**src/rtl/wisc_pkg.sv**
```systemverilog
`default_nettype none
// ============================================================================
//  Module  : wisc_pkg
//  Purpose : Shared encodings for the WISC core control path: opcodes,
//            branch condition codes, flag bit positions and the PC-stage
//            RUN/HALT state type.
//  Ports   : none (package)
//  Rev     : 1.0  initial release
// ============================================================================
package wisc_pkg;

  // Opcodes, instr[15:12]
  localparam logic [3:0] ADD    = 4'h0;
  localparam logic [3:0] SUB    = 4'h1;
  localparam logic [3:0] RED    = 4'h2;
  localparam logic [3:0] XOR    = 4'h3;
  localparam logic [3:0] SLL    = 4'h4;
  localparam logic [3:0] SRA    = 4'h5;
  localparam logic [3:0] ROR    = 4'h6;
  localparam logic [3:0] PADDSB = 4'h7;
  localparam logic [3:0] LW     = 4'h8;
  localparam logic [3:0] SW     = 4'h9;
  localparam logic [3:0] LHB    = 4'hA;
  localparam logic [3:0] LLB    = 4'hB;
  localparam logic [3:0] B      = 4'hC;
  localparam logic [3:0] BR     = 4'hD;
  localparam logic [3:0] PCS    = 4'hE;
  localparam logic [3:0] HLT    = 4'hF;

  // Branch condition codes, instr[11:9]
  localparam logic [2:0] NE     = 3'b000;
  localparam logic [2:0] EQ     = 3'b001;
  localparam logic [2:0] GT     = 3'b010;
  localparam logic [2:0] LT     = 3'b011;
  localparam logic [2:0] GE     = 3'b100;
  localparam logic [2:0] LE     = 3'b101;
  localparam logic [2:0] OV     = 3'b110;
  localparam logic [2:0] UNCOND = 3'b111;

  // Flag register bit positions, flags = {Z,V,N}
  localparam int FLAG_Z = 2;
  localparam int FLAG_V = 1;
  localparam int FLAG_N = 0;

  typedef enum logic {
    RUN  = 1'b0,
    HALT = 1'b1
  } state_t;

endpackage : wisc_pkg
`default_nettype wire

```
**src/rtl/branch_cond_eval.sv**
```systemverilog
`default_nettype none
// ============================================================================
//  Module  : branch_cond_eval
//  Purpose : Combinational branch condition evaluation against the flag
//            register contents.
//  Ports   : i_cond      [2:0]  condition code
//            i_flags     [2:0]  {Z,V,N}
//            o_cond_true        condition satisfied
//  Rev     : 1.0  initial release
// ============================================================================
module branch_cond_eval
  import wisc_pkg::*;
(
  input  logic [2:0] i_cond,
  input  logic [2:0] i_flags,
  output logic       o_cond_true
);

  logic w_z;
  logic w_v;
  logic w_n;

  assign w_z = i_flags[FLAG_Z];
  assign w_v = i_flags[FLAG_V];
  assign w_n = i_flags[FLAG_N];

  always_comb begin
    o_cond_true = 1'b0;
    case (i_cond)
      NE:      o_cond_true = !w_z;
      EQ:      o_cond_true = w_z;
      GT:      o_cond_true = !w_z && !w_n;
      LT:      o_cond_true = w_n;
      GE:      o_cond_true = w_z || (!w_z && !w_n);
      LE:      o_cond_true = w_n || w_z;
      OV:      o_cond_true = w_v;
      UNCOND:  o_cond_true = 1'b1;
      default: o_cond_true = 1'b0;
    endcase
  end

endmodule : branch_cond_eval
`default_nettype wire

```
**src/rtl/pc_control.sv**
```systemverilog
`default_nettype none
// ============================================================================
//  Module  : pc_control
//  Purpose : Program counter, Z/V/N flag register, branch resolution and
//            RUN/HALT control for the single-cycle WISC core.
//  Ports   : clk, rst_n            clock, async active-low reset
//            opcode/cond/imm9      instruction fields
//            reg_rs     [PC_W]     BR target from register file
//            branch                decoded branch instruction
//            alu_z/v/n             ALU flags of current instruction
//            stall                 hold all state this cycle
//            pc         [PC_W]     current PC (registered)
//            pc_plus2   [PC_W]     pc+2 (combinational)
//            taken                 branch taken this cycle (combinational)
//            flags      [2:0]      {Z,V,N} (registered)
//            halt                  core halted (registered)
//  Rev     : 1.0  initial release
// ============================================================================
module pc_control
  import wisc_pkg::*;
#(
  parameter int              PC_W     = 16,
  parameter logic [PC_W-1:0] RESET_PC = '0
) (
  input  logic            clk,
  input  logic            rst_n,
  input  logic [3:0]      opcode,
  input  logic [2:0]      cond,
  input  logic [8:0]      imm9,
  input  logic [PC_W-1:0] reg_rs,
  input  logic            branch,
  input  logic            alu_z,
  input  logic            alu_v,
  input  logic            alu_n,
  input  logic            stall,
  output logic [PC_W-1:0] pc,
  output logic [PC_W-1:0] pc_plus2,
  output logic            taken,
  output logic [2:0]      flags,
  output logic            halt
);

  state_t          r_state;
  state_t          w_state_nxt;
  logic [PC_W-1:0] r_pc;
  logic [PC_W-1:0] w_pc_nxt;
  logic [2:0]      r_flags;
  logic [2:0]      w_flags_nxt;
  logic            w_cond_true;
  logic [PC_W-1:0] w_pc_plus2;
  logic [PC_W-1:0] w_imm_sext;
  logic [PC_W-1:0] w_b_target;

  // Condition is evaluated on the registered flags, so a flag-setting
  // instruction in the same cycle cannot influence its own branch.
  branch_cond_eval u_cond (
    .i_cond      (cond),
    .i_flags     (r_flags),
    .o_cond_true (w_cond_true)
  );

  assign w_pc_plus2 = r_pc + PC_W'(2);
  assign w_imm_sext = {{(PC_W-9){imm9[8]}}, imm9};
  // Word offset: shift left by one; sum wraps modulo 2^PC_W.
  assign w_b_target = w_pc_plus2 + {w_imm_sext[PC_W-2:0], 1'b0};

  assign taken    = branch && w_cond_true && (r_state == RUN);
  assign pc       = r_pc;
  assign pc_plus2 = w_pc_plus2;
  assign flags    = r_flags;
  assign halt     = (r_state == HALT);

  always_ff @(posedge clk or negedge rst_n) begin
    if (!rst_n) begin
      r_state <= RUN;
      r_pc    <= RESET_PC;
      r_flags <= 3'b000;
    end else begin
      r_state <= w_state_nxt;
      r_pc    <= w_pc_nxt;
      r_flags <= w_flags_nxt;
    end
  end

  always_comb begin
    w_state_nxt = r_state;
    w_pc_nxt    = r_pc;
    w_flags_nxt = r_flags;
    // Stall and HALT both freeze every piece of state.
    if (r_state == RUN && !stall) begin
      if (opcode == HLT) begin
        w_state_nxt = HALT;
      end else if (taken) begin
        // opcode[0] distinguishes BR (register target) from B (relative).
        w_pc_nxt = opcode[0] ? reg_rs : w_b_target;
      end else begin
        w_pc_nxt = w_pc_plus2;
      end

      case (opcode)
        ADD, SUB: begin
          w_flags_nxt[FLAG_Z] = alu_z;
          w_flags_nxt[FLAG_V] = alu_v;
          w_flags_nxt[FLAG_N] = alu_n;
        end
        XOR, SLL, SRA, ROR: w_flags_nxt[FLAG_Z] = alu_z;
        default: ;
      endcase
    end
  end

endmodule : pc_control
`default_nettype wire

```
**config.mk**
```make
export PLATFORM = sky130hd
export DESIGN_NAME = pc_control
export DESIGN_NICKNAME = d
export VERILOG_FILES = /design/src/rtl/wisc_pkg.sv /design/src/rtl/branch_cond_eval.sv /design/src/rtl/pc_control.sv
export SDC_FILE = /design/constraint.sdc
export NUM_CORES = 1
export LEC_CHECK = 0
export BUFFER_PORTS_ARGS = -buffer_cell sky130_fd_sc_hd__buf_2
export CAP_MARGIN = 10
export CORE_MARGIN = 2
export CORE_UTILIZATION = 25
export DETAILED_ROUTE_END_ITERATION = 16
export PLACE_DENSITY = 0.47
export SLEW_MARGIN = 20
export SYNTH_ARGS = -nofsm -noshare
export SYNTH_HDL_FRONTEND = slang
export SYNTH_SLANG_ARGS = --single-unit
```
**constraint.sdc**
```tcl
create_clock -name clk -period 3.5 [get_ports clk]
set_input_delay 0.35 -clock clk [delete_from_list [all_inputs] [get_ports clk]]
set_output_delay 0.35 -clock clk [all_outputs]
set_load 0.02 [all_outputs]
```
# Word-level counts from Yosys, hierarchy flattened

Cells that the tools add are included.

Bits in registers: 20
Bits in latches: 0
Memory bits (writable): 0
Memory bits (read-only): 0
Input bits: 39
Output and inout bits: 37
Memories kept: 0

Add/subtract/negate cells: 2
$mul: 0
Div/mod/pow operators: 0
Magnitude comparators: 0
Eq/ne operators: 13
Shift-type cells: 0
Multiplexer cells: 3
Bitwise logic cells: 2
Reduce and logical (&&, ||, !) cells: 17

Operators by type and width:

| operator                                                        | number |
|---|---|
| 16-bit two-way mux                                              | 2 |
| 16-bit adder                                                    | 1 |
| 16-bit by 2-bit adder with 16-bit output, second input constant | 1 |
| 3-bit == test, second input constant                            | 4 |
| 4-bit by 3-bit == test with 1-bit output, second input constant | 3 |
| 1-bit case mux with 8 select lines                              | 1 |
| 2-bit AND reduction                                             | 4 |
| 3-bit by 2-bit == test with 1-bit output, second input constant | 2 |
| 6-bit OR reduction                                              | 1 |
| 4-bit by 1-bit == test with 1-bit output, second input constant | 1 |
| 4-bit by 2-bit == test with 1-bit output, second input constant | 1 |
| 4-bit == test, second input constant                            | 1 |
| 1-bit logical AND                                               | 4 |
| 4-bit zero test                                                 | 1 |
| 3-bit by 1-bit == test with 1-bit output, second input constant | 1 |
| 1-bit zero test                                                 | 3 |
| 3-bit zero test                                                 | 1 |
| 1-bit logical OR                                                | 2 |
| 1-bit inverter                                                  | 2 |
| 2-bit OR reduction                                              | 1 |

# Depth between registers and ports, before layout

Depth after elaboration: 7
Depth in mapped cells: 15

# By module

A second synthesis with hierarchy kept.

Cells, all modules: 274
Area total of the unflattened synthesis: 2210.9 sq um

By module, submodules not included:

| module           | times used | cells each | area each (sq um) | seq. area each (sq um) |
|---|---|---|---|---|
| pc_control       | 1          | 263        | 2134.5            | 500.5 |
| branch_cond_eval | 1          | 11         | 76.3              | 0.0 |

# Worst setup path before layout

Ideal clock, no wire load.

Path type: register to register
Start: reg r_pc[1] (netlist: pc[1])
End: reg r_pc[15] (netlist: pc[15])
Setup time: 0.069 ns
Data arrival time: 3.719 ns
Data required time: 3.431 ns
Slack: -0.288 ns
Stages on the path, launching flop included: 16
Cell sequence: dfrtp_1 ha_1 nand2_1 or2_2 clkbuf_1 inv_1 nand3_1 xnor2_1 ha_1 o21ai_0 nor2_1 o31a_1 a211oi_1 o21ai_0 or4b_1 nand3_1

Cells in the longest elaborated chain, start to end: 4

RTL lines:

| item                                     | line             | text |
|---|---|---|
| start: declaration                       | pc_control.sv:45 | `logic [PC_W-1:0] r_pc;` |
| start signal: assignment                 | pc_control.sv:80 | `r_pc <= w_pc_nxt;` |
| 16-bit by 2-bit adder with 16-bit output | pc_control.sv:62 | `assign w_pc_plus2 = r_pc + PC_W'(2);` |
| named net pc_plus2[9]                    | pc_control.sv:37 | `output logic [PC_W-1:0] pc_plus2,` |
| 16-bit adder                             | pc_control.sv:65 | `assign w_b_target = w_pc_plus2 + {w_imm_sext[PC_W-2:0], 1'b0};` |
| 16-bit two-way mux                       | pc_control.sv:95 | `w_pc_nxt = opcode[0] ? reg_rs : w_b_target;` |
| 16-bit two-way mux                       | pc_control.sv:93 | `end else if (taken) begin` |

The timed path passes the listed nets, and every way through them passes these cells.
A chain may end at the register's enable or synchronous reset.

# Worst setup path in the final report

Start: reg r_pc[1] (netlist: pc[1])
End: reg r_pc[15] (netlist: pc[15])

Cells in the longest elaborated chain, start to end: 4

RTL lines:

| item                                         | line |
|---|---|
| 16-bit by 2-bit adder with 16-bit output (*) | pc_control.sv:62 |
| 16-bit adder                                 | pc_control.sv:65 |
| 16-bit two-way mux                           | pc_control.sv:95 |
| 16-bit two-way mux (*)                       | pc_control.sv:93 |

Mark *: on every way between the ends. The rest lies on a longest branch, timed or not.

==> run metrics <==
syn_nets 319; # rows 33; Worst Clk Skew roughly 0.0056 ns; worst r2r path cells 14; maximum fanout along the worst path 6; total CTS buffers 3; footprint of the multi-input gates 1590 um2; Post-Synth Simple-Gate Area between 20% and 30%; Hold Fails Final Rpt 0; final setup violation count 0; post-route setup TNS 0 ns; CP endpoint kind flip-flop; Detail Route Antenna Nets 0; dpl hpwl 5.07 mm; proportion of synthesized area in mux cells under 10%; Yosys top cell by area dfrtp_1; wire length per cell 15.0 um; Clk pin slew, worst setup/hold paths around 0.080 ns; clk_lat worst skew 0.26 ns; Yosys warnings 0; number of hold buffers added after CTS 0; Root Buffer clkbuf_8; Post-CTS Setup Inserts 0; clock sink total 20; CP endpoint pc[15]$_DFFE_PN0P_; adder-cell share of the synthesized area a little under an eighth; pin count of the biggest net entering global routing 31; final wirelength 6.56 mm; Rel. slew slack 59.1%; Core Area 8300 um2; IO Port Bufs 75; CTS-repair resized insts 0; register-to-register setup slack 0.23 ns; VDD IR max approximately 0.45 mV; Crit path required time 3.70 ns; Avg Cell Area, Syn 8.26 um2; synthesized area 2150 um2; Nets 392; DRC viols 0; unrepaired setup endpoints after global routing false; DIE AREA 9380 um2; top-count cell post-synth o21ai_0; Max Slew Vio Count 0; worst reg2reg startpoint pc[1]$_DFFE_PN0P_; worst setup margin 0.226 ns; Ant. Diodes 0; CP arrival approximately 3.5 ns; Least-Margin Pin Slew 0.613 ns; routed vias/inst ~4.9; initial antenna violation count 0; Final Non-Filler Cells 438; Worst setup startpoint pc[1]$_DFFE_PN0P_; Mapped Cells approximately 260; Seq/Total Area, Yosys 23.2%; number of global-route vias before repair 2179; H-tree levels 1; layout cell share with drive strength beyond 1 between 30% and 40%; Synth Register Bits 20; crit start category flip-flop; gr ovfl total 0; Starting Density 26.0%; asr flop ratio synth 100%; Fill cells a little over 900; CTS Buffer Depth 2; reg2reg end pc[15]$_DFFE_PN0P_; Ports 76; Vias between 2000 and 2500; GPL Wtd Cong 0.802; Tmin final 3.27 ns; storage element area 505 um2; Layout area overhead 26.5%; hold crit path type in -> async; Power Density around 820 nW/um2; hold slack final 0.0436 ns; xor/xnor cell area share of the yosys netlist between 10% and 20%; Total Routing Usage GR 14.2%; share of the synthesized area in the top cell type a little under a quarter; Die Ht 96.8 um; DRT Pass-1 Iters 4; combinational family with the most area after synthesis compound AO/OA/AOI/OAI gates; Post-synth EDFFs 0; area of placed instances 2670 um2; pre-CTS setup slack 0.132 ns; Netlist cell types 55; leakage power ~1.2 nW; status completed; Setup CP Type reg -> reg; Synth Area in Compound Gates 24.4%; Core Util, Final 32.9%; Post-synth top cells 31 x o21ai_0, 23 x nand2_1, 20 x dfrtp_1, 18 x ha_1, 15 x xnor2_1; initial drt markers between 70 and 80; total power 2.25 mW; prevailing post-synth register cell dfrtp_1; first-pass GRT wire length around 11 mm; synth top area cells dfrtp_1 23%, ha_1 10%, o21ai_0 7.2%; CTS tree built; maxcap violations 0; dpl cells 434; f_max 0.305 GHz; final period utilization 93.5%; post-layout instance area about 2700 um2; Horiz. Die Dim around 97 um
==> worst min-delay path by stage <==
stage | start | to | slack, ns | cells past startpoint
5_1_grt | rst_n | pc[1]$_DFFE_PN0P_ | 0.08 | 1
6_report | rst_n | pc[14]$_DFFE_PN0P_ | 0.04 | 1
3_3_place_gp | rst_n | halt$_DFFE_PN0P_ | 0.36 | 1
3_5_place_dp | rst_n | pc[1]$_DFFE_PN0P_ | 0.36 | 1
4_1_cts | rst_n | pc[14]$_DFFE_PN0P_ | 0.06 | 1
2_1_floorplan | rst_n | flags[0]$_DFFE_PN0P_ | 0.05 | 0
==> layout make-up <==
| type | count | share of cell area (%) |
|---|---|---|
| Clock buffer | 4 | 2.02 |
| Inverter | 10 | 1.38 |
| Multi-Input combinational cell | 220 | 58.4 |
| Sequential cell | 20 | 18.5 |
| Tap cell | 105 | 4.82 |
| Timing Repair Buffer | 79 | 14.9 |
==> report_power, final <==
| group | switching [mW] | internal (mW) |
|---|---|---|
| Sequential | 0.144 | 0.331 |
| Clock | 0.0855 | 0.100 |
| Combinational | 0.935 | 0.652 |
==> state kept, by name, summed over array words and instances (netlist names) <==
signal  flops
halt        1
flags       3
pc         16
==> critical path, cell delays in order (launching register included) <==
cell and delay (ns):
dfrtp_2 0.41, ha_1 0.18, nand2_1 0.06, or2_2 0.34, inv_1 0.09, nand3_1 0.17, xnor2_4 0.19, ha_1 0.34
o21ai_0 0.17, nor2_1 0.08, o31a_1 0.25, a211oi_2 0.24, o21ai_1 0.13, or4b_1 0.47, nand3_1 0.09
==> metal layers <==
layer	global-route usage, %	wire length (um)
met5	0	0
met4	2.93	79
met3	2.75	316
met2	23.0	2890
met1	19.7	3280
==> logic make-up (layout without fill, tap and decap cells) <==
logic type               count (synthesis)  in the layout
AND/OR/NAND/NOR                         88             88
adder cells (fa/ha/maj)                 19             19
AO/OA/AOI/OAI                           81             81
flip-flops                              20             20
XOR/XNOR                                23             23
multiplexers                             9              9
buffers and inverters                   21             93
==> cell usage in the layout, fill, tap and decap left out, types with 5 or more instances in the layout <==
cell type	count
mux2_2	6
xor2_1	6
nand2_1	23
nor2_1	13
xnor2_1	14
buf_2	75
a211oi_1	8
dfrtp_1	16
or3_1	5
o21ai_0	30
ha_1	18
nand3_1	8
inv_1	10
a21oi_1	12
nor3_1	9
(Power assumes the default switching activity.)
